## src/rtl/perceptron_trainer.sv

```systemverilog
// Perceptron branch-predictor training stage: applies the saturating +/-1 training
// rule to one weight row, LANES weights per cycle, and writes the row back.
module perceptron_trainer #(
   parameter int NUM_PERCEPTRONS = 128,
   parameter int HISTORY_LENGTH  = 32,
   parameter int WEIGHT_WIDTH    = 8,
   parameter int ADDR_WIDTH      = $clog2(NUM_PERCEPTRONS),
   parameter int SUM_WIDTH       = WEIGHT_WIDTH + $clog2(HISTORY_LENGTH + 1) + 1,
   parameter int THETA           = 75,
   parameter int LANES           = 8
) (
   input  logic                           clk,
   input  logic                           rst,
   input  logic                           upd_valid,
   output logic                           upd_ready,
   input  logic [ADDR_WIDTH-1:0]          upd_addr,
   input  logic [HISTORY_LENGTH-1:0]      upd_history,
   input  logic                           upd_taken,
   input  logic signed [SUM_WIDTH-1:0]    upd_sum,
   output logic [ADDR_WIDTH-1:0]          tbl_read_addr,
   input  logic signed [WEIGHT_WIDTH-1:0] tbl_weights [HISTORY_LENGTH:0],
   output logic                           tbl_write_en,
   output logic [ADDR_WIDTH-1:0]          tbl_write_addr,
   output logic signed [WEIGHT_WIDTH-1:0] tbl_new_weights [HISTORY_LENGTH:0],
   output logic [15:0]                    trained_cnt,
   output logic [15:0]                    skipped_cnt
);

   localparam int NUM_WEIGHTS = HISTORY_LENGTH + 1;
   localparam int PASSES      = (NUM_WEIGHTS + LANES - 1) / LANES;
   localparam int PASS_W      = (PASSES > 1) ? $clog2(PASSES) : 1;
   localparam logic [PASS_W-1:0] LAST_PASS = PASS_W'(PASSES - 1);

   localparam logic signed [SUM_WIDTH-1:0] THETA_POS = SUM_WIDTH'(THETA);
   localparam logic signed [SUM_WIDTH-1:0] THETA_NEG = -THETA_POS;

   localparam logic signed [WEIGHT_WIDTH:0] W_MAX   = (WEIGHT_WIDTH+1)'((1 << (WEIGHT_WIDTH - 1)) - 1);
   localparam logic signed [WEIGHT_WIDTH:0] W_MIN   = (WEIGHT_WIDTH+1)'(-(1 << (WEIGHT_WIDTH - 1)));
   localparam logic signed [WEIGHT_WIDTH:0] STEP_UP = (WEIGHT_WIDTH+1)'(1);
   localparam logic signed [WEIGHT_WIDTH:0] STEP_DN = (WEIGHT_WIDTH+1)'(-1);

   typedef enum logic [1:0] {IDLE, FETCH, UPDATE, WRITE} state_t;

   state_t                         state, state_nxt;
   logic [ADDR_WIDTH-1:0]          cap_addr;
   logic [HISTORY_LENGTH-1:0]      cap_hist;
   logic                           cap_taken;
   logic [PASS_W-1:0]              pass;
   logic signed [WEIGHT_WIDTH-1:0] row_q   [HISTORY_LENGTH:0];
   logic signed [WEIGHT_WIDTH-1:0] row_nxt [HISTORY_LENGTH:0];
   logic [NUM_WEIGHTS-1:0]         x_pos;
   logic signed [WEIGHT_WIDTH:0]   wide;
   logic                           inc;
   logic                           train;

   // Signed compares against +/-THETA instead of abs(), so the most negative sum is safe.
   assign train = ((upd_sum >= 0) != upd_taken) ||
                  ((upd_sum <= THETA_POS) && (upd_sum >= THETA_NEG));

   // Bit j is 1 when input x_j is +1; the bias input x_0 is always +1.
   assign x_pos         = {cap_hist, 1'b1};
   assign tbl_read_addr = cap_addr;

   always_ff @(posedge clk or negedge rst) begin
      if (!rst) state <= IDLE;
      else      state <= state_nxt;
   end

   always_comb begin
      state_nxt = state;
      case (state)
         IDLE:    if (upd_valid && train) state_nxt = FETCH;
         FETCH:   state_nxt = UPDATE;
         UPDATE:  if (pass == LAST_PASS) state_nxt = WRITE;
         WRITE:   state_nxt = IDLE;
         default: state_nxt = IDLE;
      endcase
   end

   always_comb begin
      upd_ready    = (state == IDLE);
      tbl_write_en = (state == WRITE);
   end

   // Only weights belonging to the current pass change; lanes past HISTORY_LENGTH do not exist.
   always_comb begin
      // NOTE: every always_comb output gets a default first so no path can infer a latch.
      row_nxt = row_q;
      wide    = '0;
      inc     = 1'b0;
      for (int j = 0; j < NUM_WEIGHTS; j++) begin
         if (j / LANES == int'(pass)) begin
            inc  = (cap_taken == x_pos[j]);
            wide = {row_q[j][WEIGHT_WIDTH-1], row_q[j]};
            wide = wide + (inc ? STEP_UP : STEP_DN);
            if (wide > W_MAX)      row_nxt[j] = W_MAX[WEIGHT_WIDTH-1:0];
            else if (wide < W_MIN) row_nxt[j] = W_MIN[WEIGHT_WIDTH-1:0];
            else                   row_nxt[j] = wide[WEIGHT_WIDTH-1:0];
         end
      end
   end

   always_ff @(posedge clk or negedge rst) begin
      if (!rst) begin
         cap_addr       <= '0;
         cap_hist       <= '0;
         cap_taken      <= 1'b0;
         pass           <= '0;
         tbl_write_addr <= '0;
         trained_cnt    <= '0;
         skipped_cnt    <= '0;
         // NOTE: the row registers are flops, not RAM, so clearing them on reset is cheap and deterministic.
         for (int j = 0; j < NUM_WEIGHTS; j++) begin
            row_q[j]           <= '0;
            tbl_new_weights[j] <= '0;
         end
      end else begin
         // NOTE: non-blocking assignments throughout, so every register samples pre-edge values.
         case (state)
            IDLE: begin
               if (upd_valid) begin
                  cap_addr  <= upd_addr;
                  cap_hist  <= upd_history;
                  cap_taken <= upd_taken;
                  if (!train && skipped_cnt != 16'hFFFF) skipped_cnt <= skipped_cnt + 16'd1;
               end
            end
            FETCH: begin
               row_q <= tbl_weights;
               pass  <= '0;
            end
            UPDATE: begin
               row_q <= row_nxt;
               pass  <= pass + PASS_W'(1);
               // Write-port registers load only here, so they hold between writes.
               if (pass == LAST_PASS) begin
                  tbl_new_weights <= row_nxt;
                  tbl_write_addr  <= cap_addr;
               end
            end
            WRITE: begin
               if (trained_cnt != 16'hFFFF) trained_cnt <= trained_cnt + 16'd1;
            end
            default: ;
         endcase
      end
   end

endmodule

```

## config.mk

```make
export PLATFORM = sky130hd
export DESIGN_NAME = perceptron_trainer
export DESIGN_NICKNAME = d
export VERILOG_FILES = /design/src/rtl/perceptron_trainer.sv
export SDC_FILE = /design/constraint.sdc
export NUM_CORES = 2
export LEC_CHECK = 0
export CORE_MARGIN = 5
export CORE_UTILIZATION = 30
export CTS_BUF_LIST = sky130_fd_sc_hd__clkbuf_8
export CTS_CLUSTER_SIZE = 20
export DETAILED_ROUTE_END_ITERATION = 16
export PLACE_DENSITY = 0.5
export SYNTH_ARGS = -nofsm -noshare
export SYNTH_HDL_FRONTEND = slang
export SYNTH_SLANG_ARGS = --single-unit
```

## constraint.sdc

```tcl
create_clock -name clk -period 4.5 [get_ports clk]
set_clock_uncertainty 0.05 [all_clocks]
set_input_delay 0.9 -clock clk [delete_from_list [all_inputs] [get_ports clk]]
set_output_delay 0.9 -clock clk [all_outputs]
set_load 0.01 [all_outputs]
```

==> qor.yml <==
outcome: "complete, no violations"
synth-main-ff-cell: "dfrtp_1"
grt_pass1_wl_mm: 243
cts_root_buf: "clkbuf_8"
cts_setup_buffers: 0
r2r-end: "row_q[21]$_DFFE_PN0P_"
crit_path_max_incr_delay_ns: 0.80
gr-total-overflow: 0
drc: 0
syn_inst: 4654
synth_async_sr_flop_share_pct: 100
drv_slew: 0
cp_slowest_cell: "dfrtp_4"
portBuffers: 633
synth-seq-area-share_pct: 37.6
drt-initial-drc-count: 2592
hold_start: "tbl_new_weights[125]$_DFFE_PN0P_"
min_to: "tbl_new_weights[125]$_DFFE_PN0P_"
reg2reg_setup_slack_ns: 0.44
path_cells: "buf_12 > xor2_1 > buf_4 > ha_1 > a21oi_1 > nand2_1 > and4_1 > a2111oi_1 > a41oi_1 > nor2_1 > a221o_1 > o221ai_1"
fin_tns_setup_ns: 0
area_growth_pct: 28.6
grt_max_degree: 105
worstPathRequired_ns: 5.15
cts_buffers: 121
synth_edf_count: 0
r2r_start: "cap_taken$_DFFE_PN0P_"
start_util_pct: 30.1
critPathTopFamily: "compound AO/OA/AOI/OAI gates"
grt.busiest_layer: "met2"
hold_class: "register to register"
whs_ns: 0.419
die_w_um: 379
grtUsageTotal_pct: 22.1
firstDrtPassIters: 6
final_core_util_pct: 38.8
cp-end-kind: "register"
row_count: 135
cts_tree: "done"
fin_nets: 5960
synthesis.area_um2: 40700
max_slew_margin_pct: 25.4
syn_avg_cell_area_um2: 8.75
maxCapViolations: 0
reg2regPathDepth: 12
ios: 634
critPathBufInv: 2
vias_per_cell: 5.33
die-area_um2: 143000
tightest_slew_ns: 1.11
place_congestion: 0.895
fmax_mhz: 246
finalWirelength_mm: 163
crit_fanout: 19
syn_nets: 5310
clock_sinks: 612
core-area_um2: 135000
whs_path_depth: 2
h-tree-depth: 3
post-route-min-period_ns: 4.06
drive_gt1_share_pct: 7.99
grt_util_met3_pct: 4.85
cp-start-kind: "register"
cts_resized: 0
fill_cells: 13800
worstSetupPathType: "register to register"
synth_cell_types: 100
rsz0062_at_grt: "no"
place_inst: 6961
finalSetupViolCount: 0
grt_pass1_vias: 38300
worstPathArrival_ns: 4.71
yosys_warnings: 0
dp_hpwl_mm: 119
fin_crit_sh_pct: 90.2
antenna_found_initial: 32
use_met2_pct: 35.0
layoutNonFillerInstCount: 7214
cts_buffer_depth: 3
met1_usage_pct: 29.9
path_clk_slew_ns: 0.06
cts_hold_buf: 1
ys_ff_latch: 612
worstSkewPairLatency_ns: 0.85
ant_nets: 0
vias: 38500
hold_viol_final: 0
wl_per_cell_um: 22.6
die_h_um: 379
## flip-flops by register name, summed over array words and instances, names as in the netlist
register / flops
state: 2
cap_hist: 32
pass: 3
tbl_read_addr: 7
tbl_new_weights: 264
cap_taken: 1
tbl_write_addr: 7
skipped_cnt: 16
row_q: 264
trained_cnt: 16
## cells in the mapped netlist (all sizes together), types with 31 or more instances
library cell / n / area, µm²
nor2: 436 / 1640
xnor2: 80 / 701
mux2: 44 / 495
or2: 39 / 246
o22ai: 134 / 838
a31oi: 120 / 751
clkbuf: 178 / 668
nor2b: 96 / 601
nand2: 576 / 2160
a21o: 70 / 527
a211oi: 56 / 460
dfrtp: 612 / 15300
o221ai: 42 / 393
nor3: 82 / 410
xor2: 111 / 972
a21oi: 295 / 1500
a21boi: 35 / 263
o211ai: 31 / 233
o31ai: 36 / 295
o21ai: 375 / 1880
and2: 34 / 213
ha: 301 / 3770
o21a: 59 / 444
inv: 162 / 608
a22oi: 63 / 473
nand3: 88 / 440
nand2b: 31 / 194
fa: 33 / 661
## worst min-delay path, delay by kind of cell (launching register included)
family        cells  cell delay (ns)
simple gates      2             0.10
flops             1             0.34
## metrics by stage
step,worst slack [ns],cell area [µm²]
2_1_floorplan,0.690,40700
3_3_place_gp,0.626,49600
3_5_place_dp,0.514,49600
4_1_cts,0.501,52300
5_1_grt,0.237,52400
6_report,0.442,52400
## layout by cell type (no fill, tap or decap), drive strengths merged, types with 20 or more instances in the layout
| master | instances |
|---|---|
| clkdlybuf4s50 | 632 |
| inv | 204 |
| or4 | 21 |
| mux2 | 44 |
| o21a | 59 |
| nor2 | 436 |
| o211ai | 31 |
| nand3 | 88 |
| or2 | 39 |
| and3 | 21 |
| fa | 33 |
| o31ai | 36 |
| nand4 | 22 |
| nand2b | 31 |
| nor3 | 82 |
| nand3b | 28 |
| diode | 24 |
| a22oi | 63 |
| nand2 | 576 |
| or3 | 24 |
| mux2i | 26 |
| o221ai | 42 |
| xnor2 | 80 |
| a21o | 70 |
| dfrtp | 612 |
| o21bai | 21 |
| o22ai | 134 |
| o31a | 20 |
| ha | 301 |
| a211oi | 56 |
| a31oi | 120 |
| xor2 | 111 |
| nor2b | 96 |
| clkbuf | 159 |
| and2 | 34 |
| buf | 102 |
| a21oi | 295 |
| a21boi | 35 |
| o21ai | 375 |
| a211o | 26 |
## cells by family after synthesis
| family | synth area share (%) |
|---|---|
| AO/OA/AOI/OAI | 24.3 |
| multiplexers | 1.85 |
| AND/OR/NAND/NOR | 17.5 |
| buffers and inverters | 3.46 |
| flip-flops | 37.6 |
| adder cells (fa/ha/maj) | 11.2 |
| XOR/XNOR | 4.11 |
## worst max-delay path by stage
stage | start | endpoint | cells after the start
after floorplan | cap_taken$_DFFE_PN0P_ | row_q[217]$_DFFE_PN0P_ | 13
after global placement | cap_taken$_DFFE_PN0P_ | row_q[118]$_DFFE_PN0P_ | 13
after detailed placement | cap_taken$_DFFE_PN0P_ | row_q[21]$_DFFE_PN0P_ | 12
after CTS | cap_taken$_DFFE_PN0P_ | row_q[21]$_DFFE_PN0P_ | 12
after global routing | cap_taken$_DFFE_PN0P_ | row_q[21]$_DFFE_PN0P_ | 12
final | cap_taken$_DFFE_PN0P_ | row_q[21]$_DFFE_PN0P_ | 12
## cell type report
cell class              instances  area (µm²)  area share, %
clock inverters                69         519          0.991
inverters                     163         614           1.17
well taps                    1781        2230           4.25
diodes                         24        60.1          0.115
multi-input cells            3671       24100           46.1
repair buffers                735        7330           14.0
flip-flops and latches        612       15300           29.2
clock buffers                 159        2190           4.18
## routing by layer
layer,up-vias,part of all wire (%),wire [µm]
li1,18400,-,-
met1,18800,45,74100
met2,1095,45,74000
met3,196,6.6,10800
met4,14,2.4,3910
met5,-,0.061,100
Power is not shown: default switching activity piles up to over one toggle a cycle in this logic, so the estimate is an artifact.
